==> src/rtl/multicycle_control.sv <==
// ============================================================================
// multicycle_control : FSM sequencer for a multicycle RISC-V style datapath
// Revision: 1.0
// ============================================================================
`default_nettype none

module multicycle_control #(
  parameter int OP_W    = 7,
  parameter int ALUOP_W = 2,
  parameter int CNT_W   = 32,
  parameter logic [OP_W-1:0]    OP_RTYPE    = OP_W'(7'b0110011),
  parameter logic [OP_W-1:0]    OP_ITYPE    = OP_W'(7'b0010011),
  parameter logic [OP_W-1:0]    OP_LOAD     = OP_W'(7'b0000011),
  parameter logic [OP_W-1:0]    OP_STORE    = OP_W'(7'b0100011),
  parameter logic [OP_W-1:0]    OP_BRANCH   = OP_W'(7'b1100011),
  parameter logic [ALUOP_W-1:0] ALUOP_ADD   = ALUOP_W'(0),
  parameter logic [ALUOP_W-1:0] ALUOP_SUB   = ALUOP_W'(1),
  parameter logic [ALUOP_W-1:0] ALUOP_RTYPE = ALUOP_W'(2),
  parameter logic [ALUOP_W-1:0] ALUOP_ITYPE = ALUOP_W'(3)
) (
  input  logic               clk_i,
  input  logic               rst_i,
  input  logic               start_i,
  input  logic               halt_i,
  input  logic [OP_W-1:0]    op_i,
  input  logic               imem_ready_i,
  input  logic               dmem_ready_i,
  output logic               imem_req_o,
  output logic               ir_write_o,
  output logic               pc_write_o,
  output logic               mem_read_o,
  output logic               mem_write_o,
  output logic               reg_write_o,
  output logic               mem_to_reg_o,
  output logic               alu_src_o,
  output logic               branch_o,
  output logic [ALUOP_W-1:0] alu_op_o,
  output logic               illegal_o,
  output logic               busy_o,
  output logic [CNT_W-1:0]   instret_o
);

  typedef enum logic [2:0] {
    S_IDLE   = 3'd0,
    S_FETCH  = 3'd1,
    S_DECODE = 3'd2,
    S_EXEC   = 3'd3,
    S_MEM    = 3'd4,
    S_WB     = 3'd5
  } state_t;

  state_t            state_q, state_d;
  logic [OP_W-1:0]   op_q, op_d;
  logic [CNT_W-1:0]  instret_q;
  logic              retire;
  logic              op_legal;

  assign op_legal = (op_i == OP_RTYPE) || (op_i == OP_ITYPE) || (op_i == OP_LOAD) ||
                    (op_i == OP_STORE) || (op_i == OP_BRANCH);

  always_ff @(posedge clk_i or posedge rst_i) begin
    if (rst_i) begin
      state_q   <= S_IDLE;
      op_q      <= '0;
      instret_q <= '0;
    end else begin
      state_q <= state_d;
      op_q    <= op_d;
      if (retire) instret_q <= instret_q + CNT_W'(1);
    end
  end

  always_comb begin
    state_d      = state_q;
    op_d         = op_q;
    retire       = 1'b0;
    imem_req_o   = 1'b0;
    ir_write_o   = 1'b0;
    pc_write_o   = 1'b0;
    mem_read_o   = 1'b0;
    mem_write_o  = 1'b0;
    reg_write_o  = 1'b0;
    mem_to_reg_o = 1'b0;
    alu_src_o    = 1'b0;
    branch_o     = 1'b0;
    alu_op_o     = ALUOP_ADD;
    illegal_o    = 1'b0;
    case (state_q)
      S_IDLE: begin
        if (start_i) state_d = S_FETCH;
      end
      S_FETCH: begin
        imem_req_o = 1'b1;
        if (imem_ready_i) begin
          ir_write_o = 1'b1;
          pc_write_o = 1'b1;
          state_d    = S_DECODE;
        end
      end
      S_DECODE: begin
        op_d = op_i;
        if (op_legal) begin
          state_d = S_EXEC;
        end else begin
          illegal_o = 1'b1;
          state_d   = halt_i ? S_IDLE : S_FETCH;
        end
      end
      S_EXEC: begin
        // From here on only the latched opcode steers the datapath.
        if (op_q == OP_RTYPE) begin
          alu_op_o = ALUOP_RTYPE;
          state_d  = S_WB;
        end else if (op_q == OP_ITYPE) begin
          alu_op_o  = ALUOP_ITYPE;
          alu_src_o = 1'b1;
          state_d   = S_WB;
        end else if (op_q == OP_BRANCH) begin
          alu_op_o = ALUOP_SUB;
          branch_o = 1'b1;
          retire   = 1'b1;
          state_d  = halt_i ? S_IDLE : S_FETCH;
        end else begin
          alu_op_o  = ALUOP_ADD;
          alu_src_o = 1'b1;
          state_d   = S_MEM;
        end
      end
      S_MEM: begin
        if (op_q == OP_LOAD) begin
          mem_read_o = 1'b1;
          if (dmem_ready_i) state_d = S_WB;
        end else begin
          mem_write_o = 1'b1;
          if (dmem_ready_i) begin
            retire  = 1'b1;
            state_d = halt_i ? S_IDLE : S_FETCH;
          end
        end
      end
      S_WB: begin
        reg_write_o  = 1'b1;
        mem_to_reg_o = (op_q == OP_LOAD);
        retire       = 1'b1;
        state_d      = halt_i ? S_IDLE : S_FETCH;
      end
      default: state_d = S_IDLE;
    endcase
  end

  assign busy_o    = (state_q != S_IDLE);
  assign instret_o = instret_q;

endmodule

`default_nettype wire
==> config.mk <==
export PLATFORM = sky130hd
export DESIGN_NAME = multicycle_control
export DESIGN_NICKNAME = d
export VERILOG_FILES = /design/src/rtl/multicycle_control.sv
export SDC_FILE = /design/constraint.sdc
export NUM_CORES = 1
export LEC_CHECK = 0
export CELL_PAD_IN_SITES_DETAIL_PLACEMENT = 1
export CELL_PAD_IN_SITES_GLOBAL_PLACEMENT = 2
export CORE_MARGIN = 4
export CORE_UTILIZATION = 33
export DETAILED_ROUTE_END_ITERATION = 10
export GPL_ROUTABILITY_DRIVEN = 0
export MAX_ROUTING_LAYER = met4
export PLACE_DENSITY_LB_ADDON = 0.1
export SYNTH_ARGS = -nofsm -noshare
export SYNTH_HDL_FRONTEND = slang
export SYNTH_SLANG_ARGS = --single-unit
==> constraint.sdc <==
create_clock -name clk_i -period 3.3 [get_ports clk_i]
set_input_delay 0.33 -clock clk_i [delete_from_list [all_inputs] [get_ports clk_i]]
set_output_delay 0.33 -clock clk_i [all_outputs]
set_load 0.03 [all_outputs]
Word-level counts from Yosys, hierarchy flattened
Cells that the tools add are included.
- bits of input ports: 13
- output and inout port bits: 45
- logic and storage cells: 65
- register bits: 42
- reduce and logical (&&, ||, !) cells: 7
- multiplexer cells: 37
- eq/ne operators: 17
- add/subtract/negate cells: 1
- operators by type and width (kind ; count):
    $add A32 B1 Y32 const B ; 1
    $mux W3 ; 8
    $mux W1 ; 23
    $eq A7 B6 Y1 const B ; 3
    $pmux W3 S6 ; 1
    $eq A7 B2 Y1 const B ; 2
    $eq A7 B5 Y1 const B ; 2
    $eq A7 B7 Y1 const B ; 2
    $mux W2 ; 4
    $eq A3 B2 Y1 const B ; 2
    $eq A3 B3 Y1 const B ; 2
    $ne A2 B2 Y1 const B ; 3
    $logic_or A1 B1 Y1 ; 4
    $eq A3 B1 Y1 const B ; 1
    $logic_not A3 Y1 ; 1
    $pmux W1 S3 ; 1
    $reduce_and A3 Y1 ; 1
    $reduce_bool A3 Y1 ; 1

Logic depth before layout (Yosys ltp)
- depth after elaboration: 7
- gate-level depth with buffers: 7
- gate-level depth less buffers: 5

Worst setup path after synthesis
OpenSTA, ideal clock, no wires.
- path kind: flip-flop to output port
- start point: reg state_q[0]
- end point: out pc_write_o
- buffers on the path: 2
- stages on the path, launching flop included: 5
- setup slack: 0.690 ns
- data arrival time: 2.280 ns
- data required time: 2.970 ns
- path through: dfrtp_1 clkbuf_1 nor3b_1 and2_1 buf_4
- word-level cells in the longest chain between the ends: 2
- ends and longest elaborated chain (item ; line ; source):
    start: declaration ; 52 ; state_t state_q, state_d;
    start signal: assignment ; 67 ; state_q <= state_d;
    $eq A3 B1 Y1 ; -- ;
    $mux W1 ; -- ;
    end: declaration ; 30 ; output logic pc_write_o,
No other way between the ends.

Worst setup path in the final report
- start point: reg state_q[1]
- end point: out mem_read_o
- word-level cells in the longest chain between the ends: 2
- ends and longest elaborated chain (item ; line ; source):
    $eq A3 B3 Y1 ; 88 ; case (state_q)
    $mux W1 ; 88 ;
    end: declaration ; 31 ; output logic mem_read_o,
No other way between the ends.

==> results.sh <==
export IMPL_finalHoldViolCount=0
export IMPL_dieHeight_um=92.81
export IMPL_dp_final_hpwl_um=4361
export IMPL_clk_pin_slew_ps=80
export IMPL_path_depth=4
export IMPL_first_pass_iters=4
export IMPL_setup_viol=0
export IMPL_post_cts_setup_buffers=0
export IMPL_p_switching_uw=650.0
export IMPL_cpPeakStageDelay_ps=720
export IMPL_worstSetupStartpoint="state_q[1]$_DFFE_PP0P_"
export IMPL_synth_ff_type="dfrtp_1"
export IMPL_swShare=0.3925
export IMPL_startpoint_type="register"
export IMPL_cts_tree="done"
export IMPL_clkSinkCount=42
export IMPL_antenna_found_initial=0
export IMPL_pin_count=58
export IMPL_synth_adder_area_share=0.005271
export IMPL_synth_edf_count=0
export IMPL_dieArea_um2=8614
export IMPL_vias=1874
export IMPL_powerDensity_nw_per_um2=532.0
export IMPL_synth_area_mux_share=0.03795
export IMPL_synth_top_area_frac=0.4428
export IMPL_ys_warn_count=0
export IMPL_syn_area_per_cell_um2=10.84
export IMPL_grt_pass1_vias=1981
export IMPL_slew_headroom=0.4096
export IMPL_grt_pass1_wl_um=10160
export IMPL_async_flop_share=1.000
export IMPL_htree_levels=2
export IMPL_gr_usage_all_layers=0.1508
export IMPL_cp_max_fo=11
export IMPL_critPathArrivalTime_ps=2300
export IMPL_routed_wirelength_um=6055
export IMPL_cp_required_ps=2970
export IMPL_r2r_cells=5
export IMPL_p_leak_uw=0.001229
export IMPL_crit_end="mem_read_o"
export IMPL_wl_per_cell_um=16.28
export IMPL_synthesis_nets=233
export IMPL_skew_ps=13.16
export IMPL_max_clock_path_buffers=2
export IMPL_hold_buffers=0
export IMPL_reg2reg_from="state_q[1]$_DFFE_PP0P_"
export IMPL_ctsResizeCount=0
export IMPL_path_cells="and2b_1 > or2b_1 > nor4_1 > clkdlybuf4s50_1"
export IMPL_fin_crit_ps=2627
export IMPL_drt_vias_per_instance=5.038
export IMPL_slowest_stage="clkdlybuf4s50_1"
export IMPL_synth_xor_xnor_area_share=0.1181
export IMPL_intPower_uw=1006
export IMPL_path_class="reg -> out"
export IMPL_tightest_slew_ps=884.7
export IMPL_hold_path_class="reg -> reg"
export IMPL_synth_top_area_cell="dfrtp_1"
export IMPL_ys_seq_elements=42
export IMPL_areaGrowthSynthToFinish_pct=31.15
export IMPL_num_antenna_cells=0
export IMPL_clkLatencyLatePin_ps=300
export IMPL_yosys_top_cells_area="dfrtp_1, xor2_1, mux2_2, nor4_4, nor4_1"
export IMPL_critPathCaptureType="output port"
export IMPL_num_rows=30
export IMPL_vdd_ir_drop_max_mv=0.2670
export IMPL_syn_area_um2=2374
export IMPL_port_buffers=57
export IMPL_drc=0
export IMPL_p_clk_frac=0.215
export IMPL_path_buf_inv=1
export IMPL_synthSimpleGateAreaFrac=0.2609
export IMPL_drtAntennaViolNets=0
export IMPL_hold_ws_ps=485.3
export IMPL_coreArea_um2=6907
export IMPL_grt_overflow=0
export IMPL_regToRegSetupSlack_ps=1100
export IMPL_crit_family="simple AND/OR/NAND/NOR gates"
export IMPL_synth_cell_types=49
export IMPL_pwr_share_comb=0.334
export IMPL_rsz0062_at_grt="no"
export IMPL_cts_root_buf="clkbuf_8"
export IMPL_fmax_mhz=380.7
export IMPL_run_status="complete, no violations"
export IMPL_drv_slew=0
export IMPL_syn_inst=219
export IMPL_start_util=0.3437
export IMPL_fin_setup_tns_ps=0
export IMPL_drive_above_1_share=0.1413
export IMPL_grt_max_degree=23
export IMPL_seqPwrFrac=0.451
export IMPL_synth_compound_area_share=0.08803
export IMPL_synth_top_family_by_area="simple AND/OR/NAND/NOR gates"
export IMPL_numCtsBuffers=5
export IMPL_yosysSeqAreaShare=0.4428
export IMPL_post_route_period_util=0.7961
export IMPL_initialDrtViolationCount=98
export IMPL_die_w_um=92.81
export IMPL_nets=289
export IMPL_finish_utilization=0.4507
export IMPL_cap_violations=0
export IMPL_r2r_end="instret_o[31]$_DFFE_PP0P_"
==> worst reg2reg max path, stage by stage (launching register included) <==
cell	delay [ps]
dfrtp_1	520
and2b_1	310
o21ai_1	90
or3b_2	670
a2111oi_4	380
xor2_1	170
==> sequential cells by signal, indices dropped and copies added (netlist names) <==
| signal | count |
|---|---|
| state_q | 3 |
| op_q | 7 |
| instret_o | 32 |
==> cell families after synthesis <==
kind of cell / after synthesis
and+or+nand+nor: 86
DFF: 42
xor gates and xnor gates: 32
AOI/OAI and AO/OA: 29
buffers and inverters: 21
muxes: 8
adders and majority gates: 1
==> stage by stage <==
stage / cell area, µm² / worst slack (ps) / instances / power (µW)
after global routing: 3113 / 493.6 / 372 / 1764
after global placement: 3020 / 882.0 / 364 / 1313
after CTS: 3113 / 621.7 / 372 / 1679
after floorplan: 2374 / 690.1 / 219 / 1127
final: 3113 / 673.0 / 372 / 1656
after detailed placement: 3020 / 852.1 / 364 / 1319
==> power groups by stage <==
stage	sequential, µW	combinational, µW	clock (µW)
floorplan	690	437	0
global placement	756	556	0
detailed placement	759	560	0
CTS	749	561	369
global route	768	598	399
finish	747	553	356
==> layout make-up <==
cell class	instances	area (µm²)
well taps	96	120.1
clock buffers	5	68.82
fillers	786	3794
flip-flops and latches	42	1051
clock inverters	3	23.77
inverters	8	30.03
multi-input cells	156	1211
repair buffers	62	608.1
==> how the worst min path moves through the flow <==
stage	startpoint	end	cells after the start
global placement	instret_o[31]$_DFFE_PP0P_	instret_o[31]$_DFFE_PP0P_	1
global route	instret_o[31]$_DFFE_PP0P_	instret_o[31]$_DFFE_PP0P_	1
detailed placement	instret_o[31]$_DFFE_PP0P_	instret_o[31]$_DFFE_PP0P_	1
floorplan	dmem_ready_i	state_q[2]$_DFFE_PP0P_	1
CTS	instret_o[31]$_DFFE_PP0P_	instret_o[31]$_DFFE_PP0P_	1
finish	instret_o[31]$_DFFE_PP0P_	instret_o[31]$_DFFE_PP0P_	1
==> metal layers <==
metal	vias up	global-route usage	part of all wire
li1	885	-	-
met1	942	0.2163	0.51
met2	45	0.2190	0.45
met3	2	0.03412	0.042
met4	0	0.02930	0.0023
met5	-	-	0
==> cell usage in the layout (no fill, tap or decap), types with 3 or more instances in the layout <==
master / instances
a21oi_1: 12
and2_1: 3
buf_4: 5
clkbuf_8: 5
clkdlybuf4s50_1: 57
dfrtp_1: 42
inv_1: 8
mux2_2: 8
nand2_1: 14
nand2b_1: 4
nand3_1: 7
nand4_1: 6
nor2_1: 9
nor3_1: 6
nor3b_1: 3
nor4_1: 10
nor4_4: 3
nor4b_1: 4
o21ai_0: 4
xnor2_1: 6
xor2_1: 26
==> cell usage after synthesis, types with 2 or more instances <==
library cell,number
a211oi_1,2
a211oi_2,2
a21oi_1,12
a31oi_1,2
and2_1,3
buf_2,5
buf_4,3
buf_6,2
clkbuf_1,3
dfrtp_1,42
inv_1,8
mux2_2,8
nand2_1,14
nand2b_1,4
nand3_1,7
nand4_1,6
nor2_1,9
nor3_1,6
nor3b_1,3
nor4_1,10
nor4_4,3
nor4b_1,4
o21a_1,2
o21ai_0,4
xnor2_1,6
xor2_1,26
Power figures use the tool's default switching activity.
